## src/rtl/serial_ripple_subtractor_pkg.sv

```systemverilog
// +------------------------------------------------------------------+
// | serial_ripple_subtractor_pkg: shared FSM encoding and defaults   |
// | Rev 1.0                                                          |
// +------------------------------------------------------------------+
`default_nettype none

package serial_ripple_subtractor_pkg;

  localparam int DEFAULT_WIDTH = 16;

  typedef enum logic [1:0] {
    ST_IDLE = 2'd0,
    ST_RUN  = 2'd1,
    ST_DONE = 2'd2
  } state_t;

endpackage

`default_nettype wire

```

## src/rtl/serial_ripple_subtractor_cell.sv

```systemverilog
// +------------------------------------------------------------------+
// | one_bit_full_subtractor: combinational single-bit subtract cell  |
// | Rev 1.0                                                          |
// +------------------------------------------------------------------+
`default_nettype none

module one_bit_full_subtractor (
  input  logic a,
  input  logic b,
  input  logic b_in,
  output logic diff,
  output logic b_out
);

  assign diff  = a ^ b ^ b_in;
  assign b_out = (~a & b) | (~(a ^ b) & b_in);

endmodule

`default_nettype wire

```

## src/rtl/serial_ripple_subtractor.sv

```systemverilog
// +------------------------------------------------------------------+
// | serial_ripple_subtractor: bit-serial A-B, LSB first, 1 bit/cycle |
// | Rev 1.0                                                          |
// +------------------------------------------------------------------+
`default_nettype none

module serial_ripple_subtractor
  import serial_ripple_subtractor_pkg::*;
#(
  parameter int WIDTH = DEFAULT_WIDTH
) (
  input  logic             clk,
  input  logic             rst,
  input  logic             start,
  input  logic [WIDTH-1:0] minuend,
  input  logic [WIDTH-1:0] subtrahend,
  output logic             busy,
  output logic             done,
  output logic [WIDTH-1:0] difference,
  output logic             borrow_out,
  output logic             overflow
);

  localparam int                 IDX_W    = $clog2(WIDTH + 1);
  localparam logic [IDX_W-1:0]   LAST_IDX = IDX_W'(WIDTH - 1);
  localparam logic [IDX_W-1:0]   IDX_ONE  = IDX_W'(1);

  state_t           r_state;
  state_t           w_next_state;

  logic [WIDTH-1:0] r_a_sh;
  logic [WIDTH-1:0] r_b_sh;
  logic [WIDTH-1:0] r_result;
  logic             r_a_msb;
  logic             r_b_msb;
  logic             r_borrow;
  logic [IDX_W-1:0] r_idx;

  logic             w_diff_bit;
  logic             w_borrow_nxt;
  logic             w_accept;
  logic             w_last;
  logic [WIDTH-1:0] w_result_nxt;

  one_bit_full_subtractor u_cell (
    .a     (r_a_sh[0]),
    .b     (r_b_sh[0]),
    .b_in  (r_borrow),
    .diff  (w_diff_bit),
    .b_out (w_borrow_nxt)
  );

  assign w_accept     = (r_state == ST_IDLE) && start;
  assign w_last       = (r_state == ST_RUN) && (r_idx == LAST_IDX);
  assign w_result_nxt = {w_diff_bit, r_result[WIDTH-1:1]};

  always_ff @(posedge clk or posedge rst) begin
    if (rst) begin
      r_state <= ST_IDLE;
    end else begin
      r_state <= w_next_state;
    end
  end

  always_comb begin
    w_next_state = r_state;
    busy         = 1'b0;
    done         = 1'b0;
    case (r_state)
      ST_IDLE: begin
        if (start) begin
          w_next_state = ST_RUN;
        end
      end
      ST_RUN: begin
        busy = 1'b1;
        if (w_last) begin
          w_next_state = ST_DONE;
        end
      end
      ST_DONE: begin
        done         = 1'b1;
        w_next_state = ST_IDLE;
      end
      default: begin
        w_next_state = ST_IDLE;
      end
    endcase
  end

  // Operands shift right so the cell always sees bit 0; MSBs are kept aside for overflow.
  always_ff @(posedge clk or posedge rst) begin
    if (rst) begin
      r_a_sh     <= '0;
      r_b_sh     <= '0;
      r_a_msb    <= 1'b0;
      r_b_msb    <= 1'b0;
      r_result   <= '0;
      r_borrow   <= 1'b0;
      r_idx      <= '0;
      difference <= '0;
      borrow_out <= 1'b0;
      overflow   <= 1'b0;
    end else if (w_accept) begin
      r_a_sh   <= minuend;
      r_b_sh   <= subtrahend;
      r_a_msb  <= minuend[WIDTH-1];
      r_b_msb  <= subtrahend[WIDTH-1];
      r_result <= '0;
      r_borrow <= 1'b0;
      r_idx    <= '0;
    end else if (r_state == ST_RUN) begin
      r_a_sh   <= {1'b0, r_a_sh[WIDTH-1:1]};
      r_b_sh   <= {1'b0, r_b_sh[WIDTH-1:1]};
      r_result <= w_result_nxt;
      r_borrow <= w_borrow_nxt;
      r_idx    <= r_idx + IDX_ONE;
      if (w_last) begin
        // The final bit is the result MSB, so publish straight from the cell outputs.
        difference <= w_result_nxt;
        borrow_out <= w_borrow_nxt;
        overflow   <= (r_a_msb != r_b_msb) && (w_diff_bit != r_a_msb);
      end
    end
  end

endmodule

`default_nettype wire

```

## config.mk

```make
export PLATFORM = sky130hd
export DESIGN_NAME = serial_ripple_subtractor
export DESIGN_NICKNAME = d
export VERILOG_FILES = /design/src/rtl/serial_ripple_subtractor_pkg.sv /design/src/rtl/serial_ripple_subtractor_cell.sv /design/src/rtl/serial_ripple_subtractor.sv
export SDC_FILE = /design/constraint.sdc
export NUM_CORES = 1
export LEC_CHECK = 0
export CAP_MARGIN = 20
export CORE_UTILIZATION = 30
export CTS_CLUSTER_SIZE = 8
export DETAILED_ROUTE_END_ITERATION = 6
export GPL_TIMING_DRIVEN = 0
export RECOVER_POWER = 50
export SYNTH_ARGS = -nofsm -noshare
export SYNTH_HDL_FRONTEND = slang
export SYNTH_SLANG_ARGS = --single-unit
```

## constraint.sdc

```tcl
create_clock -name clk -period 4 [get_ports clk]
set_input_delay 0.4 -clock clk [delete_from_list [all_inputs] [get_ports clk]]
set_output_delay 0.4 -clock clk [all_outputs]
set_load 0.005 [all_outputs]
```

==> results of run 1 <==
==> worst paths after layout <==
check	from	to	slack, ps	depth (start not counted)
setup / recovery	r_state[1]	busy	1520	5
hold / removal	r_idx[3]	r_idx[3]	480	1
setup reg to reg	r_idx[0]	difference[0]	2210	6
hold reg to reg	r_idx[3]	r_idx[3]	480	1
max in group asynchronous	rst	difference[8]	2210	3
min in group asynchronous	rst	r_a_sh[10]	950	2
==> metrics by stage <==
stage          instance area, sq um  utilization (%)  instances  total power, mW
6_report                       4180             40.3        479             3.04
5_1_grt                        4180             40.3        479             3.26
4_1_cts                        4200             40.5        479             3.10
3_5_place_dp                   3960             38.1        463             2.37
3_3_place_gp                   3930             37.9        462             2.32
2_1_floorplan                  3220                -        272             1.93
==> layout make-up <==
type / count / area share (%)
flip-flops and latches: 75 / 44.9
well taps: 136 / 4.07
repair buffers: 55 / 13.4
plain buffers: 21 / 3.14
clock inverters: 7 / 2.96
inverters: 7 / 0.659
multi-input cells: 169 / 27.9
clock buffers: 9 / 2.96
==> power by group <==
part / switching [mW] / internal [mW] / total (mW) / leakage (nW)
registers: 0.207 / 1.09 / 1.30 / 0.951
logic: 0.457 / 0.564 / 1.02 / 0.729
clock network: 0.300 / 0.420 / 0.720 / 0.120
total: 0.964 / 2.07 / 3.04 / 1.80
==> critical path, stage by stage, from the launching register on <==
cell	delay (ps)
dfrtp_1	380
clkbuf_1	200
nand2b_1	260
inv_1	130
buf_2	230
clkdlybuf4s50_1	530
==> placed cells by master (no fill, tap or decap), types with 2 or more instances in the layout <==
master and instances:
buf_6 4, nor2_1 2, inv_1 6, a21oi_1 13
buf_4 4, ha_1 2, inv_6 2, a22oi_1 30
buf_2 5, mux2i_1 2, bufinv_16 3, clkbuf_1 7
clkbuf_8 9, nand2_1 25, and2b_1 4, clkdlybuf4s50_1 52
dfrtp_1 75, o21ai_0 26, dlygate4sd3_1 2, a22o_1 18
o21ai_1 10, mux2_2 17, nor2b_1 10
==> Yosys cell counts <==
cell,n
fa_1,1
o22ai_1,1
nand3b_4,1
buf_6,4
buf_2,5
a22oi_1,30
o21ai_0,26
clkbuf_1,4
nand2_1,25
mux2_2,17
nor2_1,2
and3b_1,1
and3_1,1
buf_4,7
dfrtp_1,75
nand4_1,1
o21bai_2,1
ha_1,2
mux2i_1,2
and2b_1,4
a21oi_1,13
inv_1,7
mux2_1,1
nor2b_1,10
o21ai_1,10
nand2b_4,2
a22o_1,18
clkbuf_2,1
==> layer usage <==
| metal | vias up | global-route usage (%) |
|---|---|---|
| li1 | 1115 | - |
| met1 | 1157 | 17.8 |
| met2 | 52 | 21.1 |
| met3 | 11 | 4.02 |
| met4 | 0 | 5.75 |
| met5 | - | 0 |
==> registers in the layout (all words and copies together), names as in the netlist <==
register / flops
difference: 16
r_a_sh: 16
r_b_sh: 16
r_result: 15
r_idx: 5
r_state: 2
borrow_out: 1
overflow: 1
r_a_msb: 1
r_b_msb: 1
r_borrow: 1
==> cells by family (layout without fill, tap and decap cells) <==
family / after synthesis / in the layout
buf+inv: 28 / 99
compound gates: 99 / 99
flops: 75 / 75
simple gates: 47 / 47
mux: 20 / 20
fa+ha+maj: 3 / 3
==> flow_summary.toml, run 1 <==
[yosys]
synthTopCellsByArea = "dfrtp_1 (58%), a22oi_1 (7.0%), mux2_2 (5.9%), a22o_1 (4.9%), o21ai_0 (4.0%)"
synthMuxAreaShare_pct = 6.91
ys_seq_elements = 75
yosysTopAreaCell = "dfrtp_1"
synth_top_area_share_pct = 58.3
synth.distinct_cells = 28
ys.warnings.count = 0
synth_area_sq_um = 3220
synth-simple-area-share_pct = 8.16
synth_top_family_by_area = "compound AO/OA/AOI/OAI gates"
syn_nets = 310
synth_xor_area_share_pct = 0
avgSynthCellArea_sq_um = 11.8
synth-seq-area-share_pct = 58.3
synth_compound_area_share_pct = 20.0
synthAdderAreaFrac_pct = 1.40
synth_cells = 272

[clock_tree]
cts.reportedPaths.clkPinSlew_ps = 80
clockBufferDepth = 2
cts_setup_buffers = 0
clkLatencyLatePin_ps = 350
cts_sinks = 75
cts_tree = "done"
cts-root-buf = "clkbuf_8"
htreeDepth = 3
postCtsHoldBufs = 0
postCtsResizedCells = 0
cts_inserted_buffers = 9

[timing]
skew_ps = 6.91
finalWorstSetupSlack_ps = 1520
relSlewSlack_pct = -20.8
maxSlewViolCount = 38
fmax_mhz = 404
period_needed_ps = 2480
period_share_pct = 61.9
finalSetupTns_ps = 0
finalSetupViolations = 0
worst_slew_pin_slew_ps = 1800
hold_viol = 0
holdWs_ps = 483
rsz0062_at_grt = "no"

[floorplanning]
die_area_sq_um = 11200
core-area_sq_um = 10400
chipWidth_um = 106
fp-row-count = 37
io_pins = 55
initial_core_util_pct = 31.1
dieHeight_um = 106

[placement]
globalplace.congestion = 0.720
dp_hpwl_um = 4860
dp_slack_ps = 2040
portBuffers = 54

[critical_path]
path_max_fanout = 10
required_ps = 3600
crit_path_start_kind = "register"
end_kind = "output port"
cp_data_arrival_time_ps = 2080
crit_type = "register to output port"

[detailed_routing]
m1WireLength_um = 3260
wl_um = 6980
route.met3.wl_um = 352
drc_errors = 0
vias = 2335
drt_first_iter_violations = 140
wl_per_cell_um = 14.6
ant_nets = 0
post_drt_via_cell_ratio = 4.87
first_pass_iters = 4
wl_met2_um = 3250
top_layer = "met4"

[layout]
diodes = 0
multiInputGateArea_sq_um = 1160
seqCellArea_sq_um = 1880
area_delta_synth_final_pct = 29.7
nets = 376
nFillCells = 1020
drive_above_1_share_pct = 14.9

[power_and_ir_drop]
ir_drop_mv = 0.192
p_leak_nw = 1.80
p_per_area_nw_per_um2 = 726

[grt]
grt_pass1_wl_um = 11800
grt_usage_pct = 13.6
antenna_found_initial = 0
first_global_vias = 2369
grt_max_degree = 39
grt_overflow = 0

[worst_hold_path]
hold_path_class = "register to register"

[outcome]
violations = "max-capacitance violations, max-slew violations"
status = "complete, but fails checks"

[run]
cap_violations = 1
Note: power is estimated with default switching activity, not from simulation.
==> inputs of run 2 (changes only) <==
==> constraint.sdc (replaced) <==
create_clock -name clk -period 2.5 [get_ports clk]
set_input_delay 0.25 -clock clk [delete_from_list [all_inputs] [get_ports clk]]
set_output_delay 0.25 -clock clk [all_outputs]
set_load 0.005 [all_outputs]
==> flow_summary.toml, run 2 (synthesis results as in run 1) <==
[outcome]
status = "complete, but fails checks"
violations = "max-capacitance violations, max-slew violations"

[placement]
dp_cells = 463
dp_hpwl_um = 4860
portBuffers = 54
globalplace.congestion = 0.720
dp_slack_ps = 686
placed_cell_area_sq_um = 3960

[critical_path]
r2r-end = "difference[0]"
cp_data_arrival_time_ps = 1910
end_kind = "output port"
required_ps = 2250
path_max_fanout = 10
cpMaxStageDelayCell = "clkdlybuf4s50_1"
crit_type = "register to output port"
reg2reg_depth = 6
reg2reg_setup_slack_ps = 720
r2r-start = "r_idx[0]"
critPathMaxStageDelay_ps = 530
path_cells = "buf_4, nand2b_4, inv_1, buf_2, clkdlybuf4s50_1"
crit_path_start_kind = "register"

[worst_hold_path]
worstHoldPathCells = 2
min_to = "r_idx[4]"
hold_path.startpoint = "r_idx[4]"
hold_path_class = "register to register"

[detailed_routing]
drc_errors = 0
ant_nets = 0
first_pass_iters = 4
wl_um = 6960
post_drt_via_cell_ratio = 4.85
vias = 2322
drt_first_iter_violations = 142
wl_per_cell_um = 14.5

[layout]
area_delta_synth_final_pct = 29.9
instances_no_fill = 479
mostFrequentLayoutCells = "dfrtp_1 (75), clkdlybuf4s50_1 (53), a22oi_1 (30), o21ai_0 (26), nand2_1 (25)"
final_common_cell = "dfrtp_1"
diodes = 0
reg_top3 = "difference x16, r_a_sh x16, r_b_sh x16"
nets = 376
final_cell_area_sq_um = 4190
final_util_pct = 40.4
drive_above_1_share_pct = 14.6

[grt]
first_global_vias = 2369
met2_usage_pct = 21.1
grt_overflow = 0
top_usage_layer = "met2"
antenna_found_initial = 0
grt_pass1_wl_um = 11800
grtUsageMet3_pct = 4.02
grt_max_degree = 39
grt_usage_pct = 13.6
globalRouteMet1Util_pct = 17.8

[timing]
hold_viol = 0
relSlewSlack_pct = -4.07
period_needed_ps = 2160
skew_ps = 6.88
finalSetupViolations = 0
worst_slew_pin_slew_ps = 1560
finalWorstSetupSlack_ps = 342
fmax_mhz = 463
rsz0062_at_grt = "no"
maxSlewViolCount = 38
period_share_pct = 86.3
finalSetupTns_ps = 0

[clock_tree]
cts_inserted_buffers = 9
postCtsHoldBufs = 0
htreeDepth = 3
cts_tree = "done"
clockBufferDepth = 2
postCtsResizedCells = 0
cts.reportedPaths.clkPinSlew_ps = 80
cts_sinks = 75
cts-root-buf = "clkbuf_8"
clkLatencyLatePin_ps = 350
cts_setup_buffers = 0

[floorplanning]
die_area_sq_um = 11200
fp-row-count = 37
core-area_sq_um = 10400
io_pins = 55
chipWidth_um = 106
dieHeight_um = 106
initial_core_util_pct = 31.1

[power_and_ir_drop]
p_leak_nw = 1.81
ir_drop_mv = 0.309
p_per_area_nw_per_um2 = 1160

[run]
cap_violations = 1
[run 2: changes by cell type in the layout (fill, tap and decap cells not counted), sizes merged]
cell,change
clkdlybuf4s50,+1
clkbuf,+1
dlygate4sd3,-1
buf,-1
inv,+1
clkinvlp,-1
[run 2: metrics by stage]
step,power (mW),hold WS [ps]
floorplan,3.09,390
global placement,3.72,450
detailed placement,3.79,467
CTS,4.96,298
global route,5.22,500
finish,4.86,484
[run 2: critical path, delay by kind of cell (launching register included)]
| kind | cells | cell delay [ps] |
|---|---|---|
| buf+inv | 4 | 1020 |
| flops | 1 | 380 |
| simple gates | 1 | 160 |
[run 2: layout make-up]
type,count,area (sq um)
timing repair buffer,55,561
buffer,21,133
inverter,7,26.3
clock buffer,9,124
sequential,75,1880
multi-input combinational,169,1170
tap,136,170
clock inverter,7,124
fill,1017,6180
[run 2: worst max-delay path by stage]
stage                           from    endpoint  slack, ps  cells after the start
final                     r_state[1]        busy        340                      5
after floorplan                  rst  borrow_out        340                      1
after global placement           rst   r_b_sh[6]       -970                      2
after global routing      r_state[1]        busy        220                      5
after detailed placement  r_state[1]        busy        690                      5
after CTS                 r_state[1]        busy        300                      5
[run 2: routing by layer]
metal	up-vias	part of all wire, %
li1	1116	-
met1	1152	47
met2	43	47
met3	11	4.9
met4	0	1.6
met5	-	0
[run 2: report_power, final]
part	switching [mW]	total [mW]	internal [mW]	leakage (nW)
clock	0.479	1.15	0.672	0.120
sequential	0.331	2.07	1.74	0.951
combinational	0.735	1.64	0.906	0.734
==> inputs of run 3 (changes only) <==
--- a/config.mk
+++ b/config.mk
@@ -14,3 +14,4 @@
 export SYNTH_ARGS = -nofsm -noshare
 export SYNTH_HDL_FRONTEND = slang
 export SYNTH_SLANG_ARGS = --single-unit
+export TNS_END_PERCENT = 100
==> results of run 3 <==
Final layout, timing and power as in run 2 (identical DEF).
